==> src/rtl/dlf16_pkg.sv <==
// Shared DLFloat16 types and constants for the lane sequencer and its flag decoder.
package dlf16_pkg;

  typedef logic [15:0] dlf16_t;

  localparam dlf16_t DLF16_NAN     = 16'hFFFF;
  localparam dlf16_t DLF16_MAX_POS = 16'h7DFE;
  localparam dlf16_t DLF16_MAX_NEG = 16'hFDFE;
  localparam dlf16_t DLF16_ONE     = 16'h3E00;

  typedef enum logic [1:0] {
    IDLE = 2'd0,
    RUN  = 2'd1,
    DONE = 2'd2
  } seq_state_t;

  // Field order gives the {nan,sat,zero} packing used on out_flags.
  typedef struct packed {
    logic nan;
    logic sat;
    logic zero;
  } lane_flags_t;

endpackage

==> src/rtl/dlfloat16_simd_sub_seq_if.sv <==
// Operand/result vector handshake bundle for dlfloat16_simd_sub_seq.
// out_flags exists only when DLF_SUB_FLAGS_EN is defined.
interface dlfloat16_simd_sub_seq_if #(
  parameter int LANES = 4
);

  logic                in_valid;
  logic                in_ready;
  logic [16*LANES-1:0] in_a;
  logic [16*LANES-1:0] in_b;
  logic                out_valid;
  logic                out_ready;
  logic [16*LANES-1:0] out_diff;

`ifdef DLF_SUB_FLAGS_EN
  logic [3*LANES-1:0]  out_flags;

  modport master (
    output in_valid, in_a, in_b, out_ready,
    input  in_ready, out_valid, out_diff, out_flags
  );

  modport slave (
    input  in_valid, in_a, in_b, out_ready,
    output in_ready, out_valid, out_diff, out_flags
  );
`else
  modport master (
    output in_valid, in_a, in_b, out_ready,
    input  in_ready, out_valid, out_diff
  );

  modport slave (
    input  in_valid, in_a, in_b, out_ready,
    output in_ready, out_valid, out_diff
  );
`endif

endinterface

==> src/rtl/dlf16_lane_flags.sv <==
// Combinational {nan,sat,zero} classification of one DLFloat16 value.
module dlf16_lane_flags
  import dlf16_pkg::*;
(
  input  dlf16_t      value,
  output lane_flags_t flags
);

  assign flags.nan  = (value == DLF16_NAN);
  assign flags.sat  = (value == DLF16_MAX_POS) || (value == DLF16_MAX_NEG);
  // Both signed zeros count as zero.
  assign flags.zero = (value[14:0] == 15'd0);

endmodule

==> src/rtl/dlfloat16_simd_sub_seq.sv <==
// Serialises a LANES-wide DLFloat16 operand vector through one external subtractor.
// Define DLF_SUB_FLAGS_EN to add registered per-lane {nan,sat,zero} flags on out_flags.
module dlfloat16_simd_sub_seq
  import dlf16_pkg::*;
#(
  parameter int LANES = 4
) (
  input  logic   clk,
  input  logic   rst_n,
  dlfloat16_simd_sub_seq_if.slave bus,
  output dlf16_t sub_a,
  output dlf16_t sub_b,
  input  dlf16_t sub_diff,
  output logic   busy
);

  localparam int CNT_W = $clog2(LANES);

  seq_state_t              state;
  logic [CNT_W-1:0]        lane_cnt;
  dlf16_t [LANES-1:0]      a_reg;
  dlf16_t [LANES-1:0]      b_reg;
  dlf16_t [LANES-1:0]      diff_reg;
  logic                    last_lane;

  assign last_lane = (lane_cnt == CNT_W'(LANES - 1));

  // NOTE: operand and result registers take a reset value like the control
  // state, so an aborted vector never leaves stale lanes visible on out_diff.
  always_ff @(posedge clk or negedge rst_n) begin
    if (!rst_n) begin
      state    <= IDLE;
      lane_cnt <= '0;
      a_reg    <= '0;
      b_reg    <= '0;
      diff_reg <= '0;
    end else begin
      // NOTE: non-blocking updates keep every register sampling pre-edge values.
      case (state)
        IDLE: begin
          if (bus.in_valid) begin
            a_reg    <= bus.in_a;
            b_reg    <= bus.in_b;
            lane_cnt <= '0;
            state    <= RUN;
          end
        end
        RUN: begin
          diff_reg[lane_cnt] <= sub_diff;
          if (last_lane) begin
            lane_cnt <= '0;
            state    <= DONE;
          end else begin
            lane_cnt <= lane_cnt + CNT_W'(1);
          end
        end
        DONE: begin
          if (bus.out_ready) state <= IDLE;
        end
        default: state <= IDLE;
      endcase
    end
  end

  // NOTE: defaults first so the RUN-only mux cannot infer a latch.
  always_comb begin
    sub_a = '0;
    sub_b = '0;
    if (state == RUN) begin
      sub_a = a_reg[lane_cnt];
      sub_b = b_reg[lane_cnt];
    end
  end

  assign bus.in_ready  = (state == IDLE);
  assign bus.out_valid = (state == DONE);
  assign bus.out_diff  = diff_reg;
  assign busy          = (state != IDLE);

`ifdef DLF_SUB_FLAGS_EN
  lane_flags_t              flags_now;
  lane_flags_t [LANES-1:0]  flags_reg;

  dlf16_lane_flags u_lane_flags (
    .value (sub_diff),
    .flags (flags_now)
  );

  // Flags are captured on the same edge as their lane's difference.
  always_ff @(posedge clk or negedge rst_n) begin
    if (!rst_n) begin
      flags_reg <= '0;
    end else if (state == RUN) begin
      flags_reg[lane_cnt] <= flags_now;
    end
  end

  assign bus.out_flags = flags_reg;
`endif

endmodule

==> src/flat_wrapper.sv <==
// flat-port wrapper written by rule: the top's interface ports become plain ports
module dlfloat16_simd_sub_seq_flat import dlf16_pkg::*;
#(
  parameter int LANES = 4
)
  (clk, rst_n, sub_a, sub_b, sub_diff, busy, bus_in_valid, bus_in_a, bus_in_b, bus_out_ready, bus_in_ready, bus_out_valid, bus_out_diff);
  dlfloat16_simd_sub_seq_if #(.LANES(LANES)) bus_i ();
  input  logic clk;
  input  logic rst_n;
  output dlf16_t sub_a;
  output dlf16_t sub_b;
  input  dlf16_t sub_diff;
  output logic busy;
  input wire logic [$bits(bus_i.in_valid)-1:0] bus_in_valid;
  input wire logic [$bits(bus_i.in_a)-1:0] bus_in_a;
  input wire logic [$bits(bus_i.in_b)-1:0] bus_in_b;
  input wire logic [$bits(bus_i.out_ready)-1:0] bus_out_ready;
  output wire logic [$bits(bus_i.in_ready)-1:0] bus_in_ready;
  output wire logic [$bits(bus_i.out_valid)-1:0] bus_out_valid;
  output wire logic [$bits(bus_i.out_diff)-1:0] bus_out_diff;
  assign bus_i.in_valid = bus_in_valid;
  assign bus_i.in_a = bus_in_a;
  assign bus_i.in_b = bus_in_b;
  assign bus_i.out_ready = bus_out_ready;
  assign bus_in_ready = bus_i.in_ready;
  assign bus_out_valid = bus_i.out_valid;
  assign bus_out_diff = bus_i.out_diff;
  dlfloat16_simd_sub_seq #(.LANES(LANES)) u_core (.clk(clk), .rst_n(rst_n), .bus(bus_i), .sub_a(sub_a), .sub_b(sub_b), .sub_diff(sub_diff), .busy(busy));
endmodule
==> config.mk <==
export PLATFORM = sky130hd
export DESIGN_NAME = dlfloat16_simd_sub_seq_flat
export DESIGN_NICKNAME = d
export VERILOG_FILES = /design/src/rtl/dlf16_pkg.sv /design/src/rtl/dlfloat16_simd_sub_seq_if.sv /design/src/rtl/dlf16_lane_flags.sv /design/src/rtl/dlfloat16_simd_sub_seq.sv /design/src/flat_wrapper.sv
export SDC_FILE = /design/constraint.sdc
export NUM_CORES = 1
export LEC_CHECK = 0
export BUFFER_PORTS_ARGS = -buffer_cell sky130_fd_sc_hd__clkbuf_2
export CORE_UTILIZATION = 52
export DETAILED_ROUTE_END_ITERATION = 10
export GPL_TIMING_DRIVEN = 0
export PLACE_DENSITY = 0.84
export SYNTH_ARGS = -nofsm -noshare
export SYNTH_HDL_FRONTEND = slang
export SYNTH_SLANG_ARGS = --single-unit
==> constraint.sdc <==
create_clock -name clk -period 2.2 [get_ports clk]
set_input_delay 0.11 -clock clk [delete_from_list [all_inputs] [get_ports clk]]
set_output_delay 0.11 -clock clk [all_outputs]
set_load 0.01 [all_outputs]
### Word level (Yosys, flattened, before mapping)

Index checks and enable logic that the tools add are counted.

* word-level logic and storage cells: 46
* register bits: 196
* output and inout bits: 99
* input port bits: 148

* magnitude comparators: 2
* equality and inequality tests: 6
* reductions and logical operators: 7
* $add $sub $neg: 1
* multiplexer cells: 16

Operator list (number)
* 2-to-1 mux 16 bit: 5
* binary-select mux 16 bit (select 2 bit): 2
* bitwise mux 64 bit: 1
* demux 16 bit (select 2 bit): 1
* 2-to-1 mux 2 bit: 5
* one-hot mux 2 bit (3 select lines): 1
* equality test 2 bit, second input constant: 2
* != test 2 bit, second input constant: 2
* one-hot mux 2 bit (2 select lines): 1
* AND reduction 2 bit: 2
* nonzero test 2 bit: 2
* < comparator 2 x 3 -> 1 bit, second input constant: 1
* AND reduction 3 bit: 1
* adder 2 x 1 -> 2 bit, second input constant: 1
* equality test 2 x 1 -> 1 bit, second input constant: 1
* >= comparator 2 x 1 -> 1 bit, second input constant: 1
* zero test 2 bit: 1
* != test 2 x 1 -> 1 bit, second input constant: 1
* logical AND 1 bit: 1

### Depth between registers and ports, before layout

* word-level depth: 5
* mapped depth: 8
* gate-level depth less buffers: 4

### Worst setup path before layout

OpenSTA, ideal clock, no wires.

* path type: register to register
* start: register u_core.lane_cnt[1]
* end: register u_core.diff_reg (netlist bit u_core.bus.out_diff[10])
* buffers on the path: 4
* data required time: 2075 ps
* setup time: 125 ps
* arrival: 1770 ps
* path slack: 306 ps
* period minus slack after synthesis: 1894 ps
* cell stages (with the launch flop): 9
* path through: dfrtp_1 > clkbuf_1 > buf_4 > buf_2 > inv_1 > ha_1 > nand3b_4 > buf_6 > mux2_2

* longest elaborated chain between the ends: 5
* elaborated cells on any way between the ends: 6
* those cells by class: order compare (2); mux (3); reduce/logical (1)

Ends and longest elaborated chain
* from (decl): RTL line dlfloat16_simd_sub_seq.sv:20 `logic [CNT_W-1:0] lane_cnt;`
* from (signal assigned): RTL line dlfloat16_simd_sub_seq.sv:54 `lane_cnt <= lane_cnt + CNT_W'(1);`
* < comparator 2 x 3 -> 1 bit (not written as such) or >= comparator 2 x 1 -> 1 bit (tied branches): RTL line dlfloat16_simd_sub_seq.sv:49 `diff_reg[lane_cnt] <= sub_diff;`
* logical AND 1 bit (not written as such): RTL line dlfloat16_simd_sub_seq.sv:49
* 2-to-1 mux 16 bit (not written as such): RTL line dlfloat16_simd_sub_seq.sv:49
* demux 16 bit (select 2 bit) (*)
* bitwise mux 64 bit (*): RTL line dlfloat16_simd_sub_seq.sv:49
* to (signal, indexed assignment): RTL line dlfloat16_simd_sub_seq.sv:49
* to (decl): RTL line dlfloat16_simd_sub_seq.sv:23 `dlf16_t [LANES-1:0] diff_reg;`

Every way passes the cells marked *; elsewhere a longest branch is shown, timed or not.
A chain may end at the register's enable or synchronous reset.

### Final worst setup path

* start: register u_core.lane_cnt[1]
* end: output port sub_a[0]

* longest elaborated chain between the ends: 3

Ends and longest elaborated chain
* binary-select mux 16 bit (select 2 bit): RTL line dlfloat16_simd_sub_seq.sv:70 `sub_a = a_reg[lane_cnt];`
* 2-to-1 mux 16 bit (not written as such): RTL line dlfloat16_simd_sub_seq.sv:70
* 2-to-1 mux 16 bit: RTL line dlfloat16_simd_sub_seq.sv:69 `if (state == RUN) begin`
* to (decl): RTL line flat_wrapper.sv:10 `output dlf16_t sub_a;`

No other way between the ends. The select of a mux whose other input is x is not followed.

==> metrics.txt <==
r2r startpoint=u_core.lane_cnt[1]$_DFFE_PN0P_; post-synthesis sequential area ratio=between 50% and 60%; dpl hpwl=14.0 mm; share of post-route cells with drive strength above 1=between 50% and 60%; fmax=between 400 and 500 MHz; RR Endpoint=u_core.bus.out_diff[22]$_DFFE_PN0P_; top-level port count=247; Mapped Area=8430 um2; count of different cell masters after synthesis=26; max_slew headroom=roughly half; crit path cell chain=clkbuf_1 -> buf_6 -> buf_4 -> mux2i_1 -> o22ai_1 -> clkbuf_2; gp weighted congestion=between 0.7 and 0.8; drc violations=0; Rows=46; register area=between 4000 and 5000 um2; critical path data required time=about 2.1 ns; Final Cell Area=12200 um2; first-pass GRT wire length=around 36 mm; insertion delay to the later sink of the worst-skew pair=around 0.42 ns; CP Capture Type=output port; initial drt markers=around 260; die width=approximately 130 um; r2r setup slk=approximately 0.13 ns; drt total wl=23.8 mm; die area=16700 um2; area delta synth->final=44.1%; synthesis warning total=0; Cell Pwr Density=1470 nW/um2; Flop pwr share=between 30% and 40%; RSZ-0062 raised after global routing=no; max incr delay on CP=about 0.37 ns; crit share post-route=95.3%; cells on worst reg2reg path=8; post-route insts no fill=1187; gr usage total=29.1%; CTS Root Cell=clkbuf_16; cell count after synthesis=between 500 and 600; crit path buf inv count=4; worst path arrival time=~2.0 ns; number of global-route vias before repair=between 7000 and 8000; Antenna Nets Post-Route=0; Worst Setup Path Type=reg2out; total clock sinks=196; CTS tree=yes; H-tree depth=4; cell taking the most area after synthesis=dfrtp_1; Levels on crit path=6; pre-CTS WS=-0.0708 ns; post-layout min period=around 2.1 ns; critical path startpoint category=register; Syn Area/Cell=between 15 and 20 um2; VDD IR-drop max=approximately 1000 uV; CP Launch Point=u_core.lane_cnt[1]$_DFFE_PN0P_; fin. max-slew vios=0; core area=15900 um2; synthesis-stage register bit count=roughly 200; Final setup viols=0; Clock Pin Slew Worst Setup and Hold Paths=roughly 0.070 ns; Initial Util=53.1%; Worst Skew=approximately 0.011 ns; dpl cells=1006; clock share of power=between 10% and 20%; status=finished, final reports clean; total CTS buffers=17; fillcell total=between 900 and 1000; die height=roughly 130 um; pin count of the biggest net entering global routing=~110; slowest CP cell=dfrtp_1; Sw Share=between 30% and 40%; share of the synthesized area in the top cell type=58.2%; initial antenna violation count=1; Psw=6.18 mW; CP delay by family, top=buffers and inverters; Placement Cell Area=~10000 um2; Total Nets Final=around 1100; crit path max fanout=10; Setup WS post-layout=between 0.1 and 0.15 ns; Pint=around 12 mW; WL per Instance=roughly 20 um; critical path capture point=sub_a[0]; multi-input logic area=roughly 3200 um2; final hold vios=0; GRT overflow=0; CTS Buffer Depth=2; Worst-Margin Slew=0.742 ns; worst hold path type=in2reg; synthesized net count=~700; via count of the routed design=about 6300; Max Cap Viol=0; Gate power share=a little over two fifths; Setup TNS=0 ns; Synth area leaders=dfrtp_1, mux2_2, mux2i_1; Leak=5.65 nW; Via density=5.31; IO Port Bufs=246; TritonRoute pass-1 iters=4
-- area by class of cell --
class,count,area share (%)
Sequential cell,196,40.4
Multi-Input combinational cell,308,26.6
Timing Repair Buffer,395,22.6
Clock buffer,19,3.73
Buffer,34,2.61
Tap cell,216,2.22
Clock inverter,13,1.79
Inverter,4,0.123
Antenna cell,2,0.0412
-- power by group through the flow --
stage	Clock (mW)	Sequential [mW]	Combinational (mW)
final	3.49	6.57	7.79
after global routing	3.68	6.75	8.31
after CTS	3.54	6.43	7.61
after detailed placement	0	6.48	7.32
after global placement	0	6.38	7.11
after floorplan	0	6.55	4.72
-- logic make-up (layout without fill, tap and decap cells) --
| group | Yosys count | in the layout | synth area share, % |
|---|---|---|---|
| compound gates | 37 | 37 | 2.91 |
| buf+inv | 39 | 465 | 3.65 |
| simple gates | 11 | 11 | 1.42 |
| fa+ha+maj | 4 | 4 | 0.593 |
| mux | 256 | 256 | 33.3 |
| flops | 196 | 196 | 58.2 |
| other cells | 0 | 2 | 0 |
-- layer usage --
layer	vias up	routed length, um	part of all wire (%)	track usage, %
met3	69	1320	5.6	6.69
li1	2800	-	-	-
met2	254	12400	52	52.4
met1	3185	9320	39	32.6
met4	0	798	3.4	14.0
met5	-	0	0	0
-- cells in the mapped netlist --
master     instances
nand3b_1           1
clkbuf_2           1
buf_6             16
nand3b_4           3
mux2_4             1
inv_1              4
nand2b_1           2
a21oi_1            1
a32o_1             1
o31ai_1            1
o21bai_1           1
mux2_2           191
nand3b_2           1
o2bb2ai_1          1
nor3b_2            1
ha_1               4
buf_4              5
nor2_1             2
o22ai_1           31
clkbuf_1           3
o22ai_2            1
buf_2              9
clkbuf_8           1
dfrtp_1          196
or3b_1             1
mux2i_1           64
-- metrics by stage --
stage	power (mW)	hold WS [ns]	util, %
floorplan	11.3	-0.186	-
global placement	13.5	0.287	62.5
detailed placement	13.8	0.215	62.8
CTS	17.6	0.00250	76.4
global route	18.7	0.0262	76.5
finish	17.9	0.0228	76.5
-- how the worst min path moves through the flow --
| stage | from | to | slack [ns] | cells after the start |
|---|---|---|---|---|
| 3_5_place_dp | rst_n | u_core.bus.out_diff[15]$_DFFE_PN0P_ | 0.21 | 1 |
| 3_3_place_gp | bus_out_ready | u_core.state[1]$_DFFE_PN0P_ | 0.29 | 2 |
| 2_1_floorplan | rst_n | u_core.a_reg[0]$_DFFE_PN0P_ | -0.19 | 0 |
| 6_report | sub_diff[10] | u_core.bus.out_diff[10]$_DFFE_PN0P_ | 0.02 | 2 |
| 4_1_cts | sub_diff[10] | u_core.bus.out_diff[10]$_DFFE_PN0P_ | 0.002 | 2 |
| 5_1_grt | sub_diff[10] | u_core.bus.out_diff[10]$_DFFE_PN0P_ | 0.03 | 2 |
-- layout by cell type (no fill, tap or decap), types with 2 or more instances in the layout --
cell type / n
inv_6: 3
nand3b_4: 3
clkbuf_2: 246
dlygate4sd3_1: 146
mux2_2: 191
nor2_1: 2
buf_2: 5
dfrtp_1: 194
diode_2: 2
bufinv_16: 5
buf_6: 20
ha_1: 4
mux2i_1: 64
clkbuf_8: 4
o22ai_1: 30
buf_4: 7
nand2b_1: 2
inv_1: 4
o22ai_2: 2
dfrtp_2: 2
clkinv_4: 2
clkbuf_16: 17
-- timing repair --
action | CTS | global route
pin swaps | 0 | 0
cloned | 0 | 0
hold endpoints to repair | 280 | 0
setup buffers | 2 | 0
endpoints found under the setup margin | 50 | 46
hold buffers | 146 | 0
gates resized for setup | 7 | 7
No activity file was read; power rests on OpenSTA's default activity.
